**config.mk**
```make
export PLATFORM = sky130hd
export DESIGN_NAME = cpu_run_ctrl
export DESIGN_NICKNAME = d
export VERILOG_FILES = /design/src/rtl/cpu_run_ctrl_pkg.sv /design/src/rtl/btn_debounce.sv /design/src/rtl/cpu_run_ctrl.sv
export SDC_FILE = /design/constraint.sdc
export NUM_CORES = 1
export LEC_CHECK = 0
export ABC_AREA = 1
export ABC_CLOCK_PERIOD_IN_PS = 3300
export CORE_AREA = 2 2 101 103
export CTS_CLUSTER_DIAMETER = 150
export CTS_CLUSTER_SIZE = 12
export DETAILED_ROUTE_END_ITERATION = 7
export DIE_AREA = 0 0 103 105
export GPL_TIMING_DRIVEN = 1
export PLACE_DENSITY = 0.51
export SYNTH_ARGS = -nofsm -noshare
export SYNTH_HDL_FRONTEND = slang
export SYNTH_HIERARCHICAL = 1
export SYNTH_SLANG_ARGS = --single-unit
```
**constraint.sdc**
```tcl
create_clock -name clk -period 3.3 [get_ports clk]
set_input_delay 0.33 -clock clk [delete_from_list [all_inputs] [get_ports clk]]
set_output_delay 0.33 -clock clk [all_outputs]
set_load 0.1 [all_outputs]
```
**src/rtl/cpu_run_ctrl_pkg.sv**
```systemverilog
// Shared state encodings, default parameter values and width helper for cpu_run_ctrl.
package cpu_run_ctrl_pkg;

    typedef enum logic [1:0] {
        ST_RST_HOLD = 2'd0,
        ST_RUN      = 2'd1,
        ST_HALTED   = 2'd2,
        ST_STEP     = 2'd3
    } run_state_t;

    localparam int unsigned DEF_DEBOUNCE_CYCLES = 1000000;
    localparam int unsigned DEF_RST_HOLD        = 16;
    localparam int unsigned DEF_CNT_W           = 32;
    localparam int unsigned DEF_WDT_CYCLES      = 100000000;

    // Bits needed for a counter that runs 0 .. n-1.
    function automatic int unsigned cnt_w(input int unsigned n);
        return (n < 2) ? 1 : $clog2(n);
    endfunction

endpackage

```
**src/rtl/btn_debounce.sv**
```systemverilog
// Push-button conditioner: 2-flop synchroniser, stable-level counter and a
// one-cycle pulse when a stable press is accepted.
module btn_debounce
    import cpu_run_ctrl_pkg::*;
#(
    parameter int unsigned DEBOUNCE_CYCLES = DEF_DEBOUNCE_CYCLES
) (
    input  logic clk,
    input  logic reset,
    input  logic btn,
    output logic pulse
);

    localparam int unsigned CW = cnt_w(DEBOUNCE_CYCLES);

    logic          sync1;
    logic          sync2;
    logic          level;
    logic [CW-1:0] cnt;

    always_ff @(posedge clk) begin
        if (reset) begin
            sync1 <= 1'b0;
            sync2 <= 1'b0;
            level <= 1'b0;
            cnt   <= '0;
            pulse <= 1'b0;
        end else begin
            sync1 <= btn;
            sync2 <= sync1;
            pulse <= 1'b0;
            // Any sample matching the accepted level restarts the stability count.
            if (sync2 == level) begin
                cnt <= '0;
            end else if (cnt == CW'(DEBOUNCE_CYCLES - 1)) begin
                level <= sync2;
                cnt   <= '0;
                pulse <= sync2;
            end else begin
                cnt <= cnt + CW'(1);
            end
        end
    end

endmodule

```
**src/rtl/cpu_run_ctrl.sv**
```systemverilog
// CPU run-control sequencer: reset hold, run/halt/single-step gating and cycle count.
// Optional watchdog on continuous RUN time: define CPU_RUN_CTRL_WATCHDOG_EN.
module cpu_run_ctrl
    import cpu_run_ctrl_pkg::*;
#(
    parameter int unsigned DEBOUNCE_CYCLES = DEF_DEBOUNCE_CYCLES,
    parameter int unsigned RST_HOLD        = DEF_RST_HOLD,
    parameter int unsigned CNT_W           = DEF_CNT_W,
    parameter int unsigned WDT_CYCLES      = DEF_WDT_CYCLES
) (
    input  logic             clk,
    input  logic             reset,
    input  logic             continue_btn,
    input  logic             step_mode,
    input  logic             cpu_halt,
    output logic             cpu_rst,
    output logic             cpu_ce,
    output logic             resume,
    output logic             pwr,
    output logic             halted,
    output logic [CNT_W-1:0] ce_cnt,
    output logic             wdt_trip
);

    localparam int unsigned HW = cnt_w(RST_HOLD);

    run_state_t    state_q;
    run_state_t    state_d;
    logic [HW-1:0] hold_cnt;
    logic          resume_q;
    logic          set_resume;
    logic          halt_eff;
    logic          cont_pulse;
    logic          wdt_hit;

    btn_debounce #(
        .DEBOUNCE_CYCLES(DEBOUNCE_CYCLES)
    ) u_debounce (
        .clk   (clk),
        .reset (reset),
        .btn   (continue_btn),
        .pulse (cont_pulse)
    );

    // The CPU clears its halt latch on the resume edge, so a stale halt is masked then.
    assign halt_eff = cpu_halt & ~resume_q;

    always_comb begin
        state_d    = state_q;
        cpu_ce     = 1'b0;
        set_resume = 1'b0;
        case (state_q)
            ST_RST_HOLD: begin
                if (hold_cnt == HW'(RST_HOLD - 1))
                    state_d = step_mode ? ST_HALTED : ST_RUN;
            end
            ST_RUN: begin
                cpu_ce = ~halt_eff;
                if (halt_eff || step_mode || wdt_hit)
                    state_d = ST_HALTED;
            end
            ST_HALTED: begin
                if (cont_pulse) begin
                    state_d    = step_mode ? ST_STEP : ST_RUN;
                    set_resume = 1'b1;
                end
            end
            ST_STEP: begin
                cpu_ce  = 1'b1;
                state_d = ST_HALTED;
            end
            default: state_d = ST_RST_HOLD;
        endcase
    end

    always_ff @(posedge clk) begin
        if (reset) begin
            state_q  <= ST_RST_HOLD;
            hold_cnt <= '0;
            resume_q <= 1'b0;
            ce_cnt   <= '0;
        end else begin
            state_q  <= state_d;
            resume_q <= set_resume;
            ce_cnt   <= ce_cnt + CNT_W'(cpu_ce);
            if (state_q == ST_RST_HOLD && state_d == ST_RST_HOLD)
                hold_cnt <= hold_cnt + HW'(1);
            else
                hold_cnt <= '0;
        end
    end

    assign cpu_rst = (state_q == ST_RST_HOLD);
    assign pwr     = ~cpu_rst;
    assign halted  = (state_q == ST_HALTED);
    assign resume  = resume_q;

`ifdef CPU_RUN_CTRL_WATCHDOG_EN
    localparam int unsigned WW = cnt_w(WDT_CYCLES);

    logic [WW-1:0] wdt_cnt;
    logic          wdt_q;
    logic          trip;

    assign wdt_hit = (wdt_cnt == WW'(WDT_CYCLES - 1));
    // Only a trip that actually causes the halt sets the flag.
    assign trip    = (state_q == ST_RUN) && !halt_eff && !step_mode && wdt_hit;

    always_ff @(posedge clk) begin
        if (reset) begin
            wdt_cnt <= '0;
            wdt_q   <= 1'b0;
        end else begin
            if (state_q != ST_RUN || state_d != ST_RUN)
                wdt_cnt <= '0;
            else if (cpu_ce)
                wdt_cnt <= wdt_cnt + WW'(1);
            if (trip)
                wdt_q <= 1'b1;
            else if (set_resume)
                wdt_q <= 1'b0;
        end
    end

    assign wdt_trip = wdt_q;
`else
    // WDT_CYCLES stays in the interface so both builds share one parameter list.
    assign wdt_hit  = 1'b0 & (WDT_CYCLES == 0);
    assign wdt_trip = 1'b0;
`endif

endmodule

```
==> impl_metrics.tcl, run 1 <==
set metrics [dict create \
    synth_edf_count 0 \
    crit_path_end_kind "output port" \
    clk_pin_slew_worst_paths_ns 0.07 \
    rsz0062_at_grt "false" \
    drive_gt1_share_pct 6.57 \
    fmax_ghz 0.414 \
    grt_pass1_wl_mm 13.8 \
    pre_cts_ws_ns 0.967 \
    ctsHoldBuffers 0 \
    first_pass_iters 4 \
    syn2layout_area_growth_pct 22.8 \
    antenna_found_initial 0 \
    cp_top_family "buffers and inverters" \
    max_stage_delay_ns 1.16 \
    finalSetupViolCount 0 \
    initial_core_util_pct 34.2 \
    postCtsSetupBuffers 0 \
    max_cap_viol_count 0 \
    die_x_um 103 \
    crit_fanout 4 \
    grtUsageTotal_pct 16.2 \
    hp-class "flip-flop to flip-flop" \
    io_pins 43 \
    slew_violations 0 \
    finalWorstSetupSlack_ns 0.883 \
    viasPerCell 4.65 \
    netlist_instances 510 \
    cts_tree "yes" \
    vias 3239 \
    yosysMostFrequentCell "nand2_1" \
    synth_area_leaders "dfxtp_1 (38%), nand2_1 (15%), nor2_1 (13%)" \
    cp.required_ns 2.97 \
    seq_area_frac_synth_pct 38.3 \
    post_cts_resized 0 \
    finalCritPeriodShare_pct 73.2 \
    synth_nets 520 \
    die-area_mm2 0.0108 \
    tns_ns 0 \
    coreArea_mm2 0.00964 \
    post-synth-top-area-fraction_pct 38.3 \
    power.leakage_nw 1.33 \
    hpwl_mm 6.42 \
    synthArstFlopShare_pct 0 \
    routed_wirelength_mm 8.19 \
    synth-seq-cells 63 \
    synth_top_area_cell "dfxtp_1" \
    ant_nets 0 \
    htree_num_levels 3 \
    ys_top_cells_by_count "nand2_1 (135), nor2_1 (111), dfxtp_1 (63)" \
    netlist_area_mm2 0.00329 \
    nets 568 \
    clk_path_buf_depth 2 \
    yosysUniqueCellTypes 32 \
    grt_max_degree 20 \
    grt-ovfl-total 0 \
    tightest_slew_ns 0.982 \
    finClkSkew_ns 0.0103 \
    yosysWarnings 6 \
    slowest_stage "clkdlybuf4s50_1" \
    routedWlPerCell_um 11.8 \
    die_h_um 105 \
    numCtsBuffers 9 \
    cts_sinks 63 \
    status "finished, final reports clean" \
    drc 0 \
    critical_path_arrival_ns 2.09 \
    finalCriticalPeriod_ns 2.42 \
    synth_top_flop_cell "dfxtp_1" \
    slew_headroom_pct 34.3 \
    fill_cells 1073 \
    irDropWorstVdd_mv 0.177 \
    io_buffers 41 \
    rows 36 \
    syn-mean-instance-area_um2 6.46 \
    gp_congestion 0.840 \
    first_global_vias 2972 \
    crit_path_cell_trace "inv_1 -> nand2_1 -> clkdlybuf4s50_1" \
    start_kind "flip-flop" \
    clk_latency_ns 0.34 \
    path_class "flip-flop to output port" \
    drt_iter0_markers 141 \
    hold_viol 0 \
    power_density_mw_per_mm2 360 \
    cp_num_buf_inv 2 \
    diodes 0 \
    utilization_pct 42.0 \
    cts_root_buffer "clkbuf_8" \
]
## report_power, final
group,internal [mW],switching [mW],leakage (nW)
clock network,0.346,0.304,0.0960
logic,0.0120,0.0242,0.725
registers,0.765,0.00315,0.508
total,1.12,0.331,1.33
## logic make-up (layout without fill, tap and decap cells)
group	Yosys count	after routing	synth area share [%]
AO/OA/AOI/OAI	42	42	6.80
adder cells (fa/ha/maj)	5	5	1.90
buffers and inverters	66	119	7.90
AND/OR/NAND/NOR	319	319	41.3
other	1	1	0.114
flip-flops	63	63	38.3
XOR/XNOR	14	14	3.72
## cell usage in the layout, fill, tap and decap left out, drive strengths merged
cell type,n
ha,5
or2,2
nor3,10
nand3,38
o21ai,10
clkinvlp,1
xor2,9
xnor2,5
a21o,1
o21a,2
buf,3
clkbuf,10
a31oi,1
nor2,119
nand4,8
clkinv,4
and2,1
o21bai,2
dfxtp,63
nand3b,2
conb,1
bufinv,1
clkdlybuf4s50,39
a21oi,26
nand2,138
inv,61
nor4,1
## stage by stage
stage / cell area, um2 / power, mW / hold WS [ns] / instances
6_report: 4050 / 1.45 / 0.406 / 696
5_1_grt: 4050 / 1.51 / 0.454 / 696
2_1_floorplan: 3310 / 0.810 / 0.388 / 510
4_1_cts: 4050 / 1.48 / 0.410 / 696
3_3_place_gp: 3860 / 0.821 / 0.389 / 680
3_5_place_dp: 3860 / 0.822 / 0.399 / 680
## worst paths after layout
path	start	endpoint	slack, ns	cells after the start
worst max-delay path	state_q[1]	pwr	0.88	3
worst min-delay path	u_debounce/sync1	u_debounce/sync2	0.41	2
worst max register to register	state_q[1]	ce_cnt[26]	1.38	11
worst min register to register	u_debounce/sync1	u_debounce/sync2	0.41	2
## sequential cells by signal, summed over array words and instances (netlist names)
signal	cells
ce_cnt	32
u_debounce/cnt	20
hold_cnt	4
state_q	2
resume	1
u_debounce/level	1
u_debounce/pulse	1
u_debounce/sync1	1
u_debounce/sync2	1
## tightest hold or removal path, delay by kind of cell, from the launching register on
family                 cells  cell delay, ns
DFF                        1            0.30
buffers and inverters      1            0.04
and+or+nand+nor            1            0.03
## cell type report
| cell class | count | area, um2 | share of cell area (%) |
|---|---|---|---|
| Sequential cell | 63 | 1260 | 31.2 |
| Timing Repair Buffer | 42 | 413 | 10.2 |
| Tap cell | 133 | 166 | 4.11 |
| Clock inverter | 6 | 61.3 | 1.52 |
| Inverter | 61 | 229 | 5.66 |
| Clock buffer | 10 | 128 | 3.15 |
| Multi-Input combinational cell | 381 | 1790 | 44.2 |
## layer usage
| layer | up-vias | wire length, um | GRT usage [%] |
|---|---|---|---|
| met4 | 0 | 67 | 4.23 |
| li1 | 1690 | - | - |
| met1 | 1460 | 3840 | 21.4 |
| met5 | - | 0 | 0 |
| met3 | 7 | 393 | 3.81 |
| met2 | 82 | 3890 | 26.2 |
Note: power is estimated with default switching activity, not from simulation.
==> inputs of run 2 (changes only) <==
Settings changed: ABC_CLOCK_PERIOD_IN_PS 3300 to 2100, PLACE_DENSITY 0.51 to 0.52.
Clock period 3.3 ns to 2.1 ns, I/O delays scaled along.
==> impl_metrics.tcl, run 2 (same netlist as run 1, synthesis figures left out) <==
set metrics [dict create \
    finalCriticalPeriod_ns 1.82 \
    clk_path_buf_depth 2 \
    whs_path_depth 3 \
    layout_commonest_cell "nand2_1" \
    viasPerCell 4.68 \
    finalSetupViolCount 0 \
    clk_pin_slew_worst_paths_ns 0.07 \
    diodes 0 \
    routed_wirelength_mm 8.27 \
    largest_reg_flops 32 \
    drc 0 \
    vias 3259 \
    status "finished, final reports clean" \
    hold_viol 0 \
    critical_path_arrival_ns 2.11 \
    post_cts_resized 0 \
    r2r_end "ce_cnt[22]" \
    clk_latency_ns 0.34 \
    initial_core_util_pct 34.2 \
    irDropWorstVdd_mv 0.245 \
    die-area_mm2 0.0108 \
    finalWorstSetupSlack_ns 0.276 \
    power.leakage_nw 1.41 \
    final_cell_mix "nand2_1 (133), nor2_1 (108), dfxtp_1 (62), inv_1 (57), buf_4 (39)" \
    first_global_vias 2942 \
    utilization_pct 42.1 \
    io_pins 43 \
    grt_use_met3_pct 4.15 \
    first_pass_iters 4 \
    fill_cells 1057 \
    fmax_ghz 0.548 \
    grt_pass1_wl_mm 13.8 \
    p_seq_share_pct 51.4 \
    io_buffers 41 \
    place_area_mm2 0.00386 \
    crit_fanout 5 \
    instances_no_fill 697 \
    grtUsageTotal_pct 16.3 \
    numCtsBuffers 9 \
    finClkSkew_ns 0.00887 \
    start_kind "flip-flop" \
    cts_root_buffer "clkbuf_8" \
    p_total_mw 2.35 \
    cts_tree "yes" \
    hpwl_mm 6.50 \
    p_int_mw 1.83 \
    tns_ns 0 \
    syn2layout_area_growth_pct 23.2 \
    slew_violations 0 \
    min_delay_worst_endpoint "u_debounce/sync1" \
    cp.required_ns 2.38 \
    crit_path_end_kind "flip-flop" \
    ant_nets 0 \
    ff2ff_setup_slack_ns 0.28 \
    coreArea_mm2 0.00964 \
    dpl.cell_count 682 \
    grt-ovfl-total 0 \
    grt_max_degree 20 \
    rr_worst_depth 12 \
    gp_congestion 0.850 \
    regMostFlops "ce_cnt" \
    die_x_um 103 \
    reg_top3 "ce_cnt: 32 flops, u_debounce/cnt: 20 flops, hold_cnt: 4 flops" \
    clkPwrFrac_pct 46.2 \
    antenna_found_initial 0 \
    pre_cts_ws_ns 0.0725 \
    power_density_mw_per_mm2 578 \
    top_usage_layer "met2" \
    htree_num_levels 3 \
    routedWlPerCell_um 11.9 \
    nets 570 \
    finalCritPeriodShare_pct 86.8 \
    comb_power_share_pct 2.5 \
    path_class "flip-flop to flip-flop" \
    grtUsageMet1_pct 21.2 \
    drive_gt1_share_pct 15.4 \
    fin_area_mm2 0.00406 \
    holdWs_ns 0.380 \
    timing.rr.start "state_q[1]" \
    hp-start "continue_btn" \
    rsz0062_at_grt "false" \
    drt_iter0_markers 128 \
    hp-class "primary input to flip-flop" \
    setup.worst_path.start "state_q[1]" \
    max_cap_viol_count 0 \
    p_switching_mw 0.521 \
    met2_usage_pct 26.0 \
    cts_sinks 63 \
    swShare_pct 22.2 \
    die_h_um 105 \
    rows 36 \
    ctsHoldBuffers 0 \
    postCtsSetupBuffers 0 \
]
-- run 2: cell count changes in the layout (fill, tap and decap cells not counted), sizes merged --
cell	delta
clkdlybuf4s50	-35
buf	+37
clkinv	-3
clkbuf	+2
-- run 2: cell type report --
type / count / area (um2) / share of cell area [%]
Clock buffer: 12 / 155 / 3.82
Timing Repair Buffer: 44 / 353 / 8.70
Tap cell: 133 / 166 / 4.10
Multi-Input combinational cell: 381 / 1840 / 45.5
Sequential cell: 63 / 1260 / 31.2
Inverter: 61 / 231 / 5.70
Clock inverter: 3 / 42.5 / 1.05
-- run 2: power by group through the flow --
stage	registers, mW	logic, mW	clock network, mW
after global routing	1.21	0.0661	1.18
after global placement	1.23	0.0588	0
after floorplan	1.23	0.0406	0
after detailed placement	1.23	0.0588	0
final	1.21	0.0580	1.08
after CTS	1.20	0.0590	1.13
-- run 2: worst max-delay path by stage --
stage,to,slack [ns],cells after the start
after floorplan,ce_cnt[26],-0.40,11
after global placement,ce_cnt[22],0.09,12
after detailed placement,ce_cnt[22],0.07,12
after CTS,ce_cnt[22],0.28,12
after global routing,ce_cnt[26],0.09,12
final,ce_cnt[22],0.28,12
-- run 2: metal layers --
layer  up-vias  share of wire, %
met2        64                46
met4         0               1.2
met3         6               4.7
met1      1488                48
met5         -                 0
li1       1701                 -
-- run 2: critical path, cell delays in order (launching register included) --
cell and delay, ns:
dfxtp_1 0.35, inv_1 0.11, a31oi_4 0.22, ha_4 0.19
ha_4 0.14, nand2_2 0.07, nor2_4 0.15, nand2_2 0.12
nor2_2 0.12, nand3_1 0.09, nand2_1 0.07, nand2_1 0.04
nor2_1 0.08
==> inputs of run 3 (changes only) <==
Settings changed: CORE_AREA 2 2 101 103 to 2 2 85 87, DIE_AREA 0 0 103 105 to 0 0 87 89, PLACE_DENSITY 0.52 to 0.71, SLEW_MARGIN set to 15.
==> impl_metrics.tcl, run 3 (same netlist as run 1, synthesis figures left out) <==
set metrics [dict create \
    status "finished, final reports clean" \
    slew_violations 0 \
    grt_use_met3_pct 4.80 \
    slowest_stage "dfxtp_1" \
    grt_pass1_wl_mm 13.4 \
    die-area_mm2 0.00774 \
    post_cts_resized 0 \
    path_class "flip-flop to flip-flop" \
    ctsHoldBuffers 0 \
    ff2ff_setup_slack_ns 0.30 \
    nets 570 \
    ant_nets 0 \
    clk_path_buf_depth 2 \
    die_x_um 87 \
    cp.required_ns 2.38 \
    routed_wirelength_mm 7.85 \
    finalCritPeriodShare_pct 85.9 \
    grtUsageMet1_pct 26.3 \
    rsz0062_at_grt "false" \
    die_h_um 89 \
    drc 0 \
    viasPerCell 5.11 \
    grt_max_degree 20 \
    htree_num_levels 3 \
    hpwl_mm 6.09 \
    clk_pin_slew_worst_paths_ns 0.07 \
    clk_latency_ns 0.34 \
    first_pass_iters 5 \
    io_buffers 41 \
    vias 3291 \
    final_cell_mix "nand2_1 (133), nor2_1 (108), dfxtp_1 (62), inv_1 (57), buf_4 (39)" \
    irDropWorstVdd_mv 0.306 \
    max_cap_viol_count 0 \
    hp-class "primary input to flip-flop" \
    crit_path_end_kind "flip-flop" \
    critical_path_arrival_ns 2.08 \
    hold_viol 0 \
    timing.rr.start "state_q[1]" \
    grtUsageTotal_pct 21.7 \
    largest_reg_flops 32 \
    met2_usage_pct 37.5 \
    crit_path_cell_trace "inv_1 -> a31oi_4 -> ha_4 -> ha_4 -> nand2_2 -> nor2_4 -> nand2_2 -> nor2_2 -> nand3_1 -> nand2_1 -> nand2_1 -> nor2_1" \
    power_density_mw_per_mm2 582 \
    top_usage_layer "met2" \
    endpoint "ce_cnt[22]" \
    layout_commonest_cell "nand2_1" \
    max_stage_delay_ns 0.35 \
    first_global_vias 3110 \
    cts_root_buffer "clkbuf_8" \
    routedWlPerCell_um 12.2 \
    syn2layout_area_growth_pct 21.2 \
    rr_worst_depth 12 \
    fmax_ghz 0.554 \
    cts_sinks 63 \
    power.leakage_nw 1.41 \
    p_total_mw 2.32 \
    io_pins 43 \
    numCtsBuffers 9 \
    fill_cells 660 \
    gp_congestion 0.880 \
    finalCriticalPeriod_ns 1.80 \
    rows 30 \
    diodes 0 \
    r2r_end "ce_cnt[22]" \
    reg_top3 "ce_cnt: 32 flops, u_debounce/cnt: 20 flops, hold_cnt: 4 flops" \
    drt_iter0_markers 112 \
    finalSetupViolCount 0 \
    initial_core_util_pct 49.0 \
    finClkSkew_ns 0.00927 \
    drive_gt1_share_pct 15.4 \
    dpl.cell_count 629 \
    antenna_found_initial 0 \
    setup.worst_path.start "state_q[1]" \
    postCtsSetupBuffers 0 \
    regMostFlops "ce_cnt" \
    crit_fanout 5 \
    coreArea_mm2 0.00672 \
    start_kind "flip-flop" \
    grt-ovfl-total 0 \
    cts_tree "yes" \
    instances_no_fill 644 \
]
run 3: cell counts in the layout (fill, tap and decap cells not counted):
Identical to the previous run, type by type.
run 3: area by class of cell:
cell class / count / area, um2 / area share [%]
Clock buffer: 12 / 155 / 3.89
Clock inverter: 3 / 42.5 / 1.07
Inverter: 61 / 231 / 5.80
Multi-Input combinational cell: 381 / 1840 / 46.2
Sequential cell: 63 / 1260 / 31.7
Tap cell: 80 / 100 / 2.51
Timing Repair Buffer: 44 / 353 / 8.84
run 3: through the flow:
step	utilization, %	area [um2]	hold WS (ns)	setup slack, ns	TNS, ns
final	59.4	3990	0.389	0.296	0
after global routing	59.4	3990	0.411	0.0987	0
after CTS	59.4	3990	0.387	0.280	0
after detailed placement	56.5	3790	0.400	0.0878	0
after global placement	56.5	3790	0.390	0.124	0
after floorplan	-	3370	0.281	-0.395	-4.76
run 3: power breakdown:
group | leakage [nW] | internal [mW] | switching, mW | total, mW
clock network | 0.0985 | 0.605 | 0.454 | 1.06
logic | 0.804 | 0.0203 | 0.0372 | 0.0574
registers | 0.509 | 1.20 | 0.00469 | 1.21
run 3: worst min path at each step:
stage | from | to | slack [ns] | cells after the start
finish | continue_btn | u_debounce/sync1 | 0.39 | 3
floorplan | reset | u_debounce/sync1 | 0.28 | 1
detailed placement | u_debounce/sync1 | u_debounce/sync2 | 0.40 | 2
CTS | continue_btn | u_debounce/sync1 | 0.39 | 3
global placement | u_debounce/sync1 | u_debounce/sync2 | 0.39 | 2
global route | continue_btn | u_debounce/sync1 | 0.41 | 3
run 3: critical path: cells and delay by family, from the launching register on:
family / cells / cell delay, ns
buffers and inverters: 1 / 0.10
DFF: 1 / 0.35
adders and majority gates: 2 / 0.32
and+or+nand+nor: 8 / 0.74
AOI/OAI and AO/OA: 1 / 0.21
run 3: layer usage:
| layer | share of wire [%] | up-vias | routed length, um |
|---|---|---|---|
| li1 | - | 1701 | - |
| met1 | 45 | 1476 | 3500 |
| met2 | 48 | 93 | 3780 |
| met3 | 5.0 | 21 | 395 |
| met4 | 2.3 | 0 | 184 |
| met5 | 0 | - | 0 |
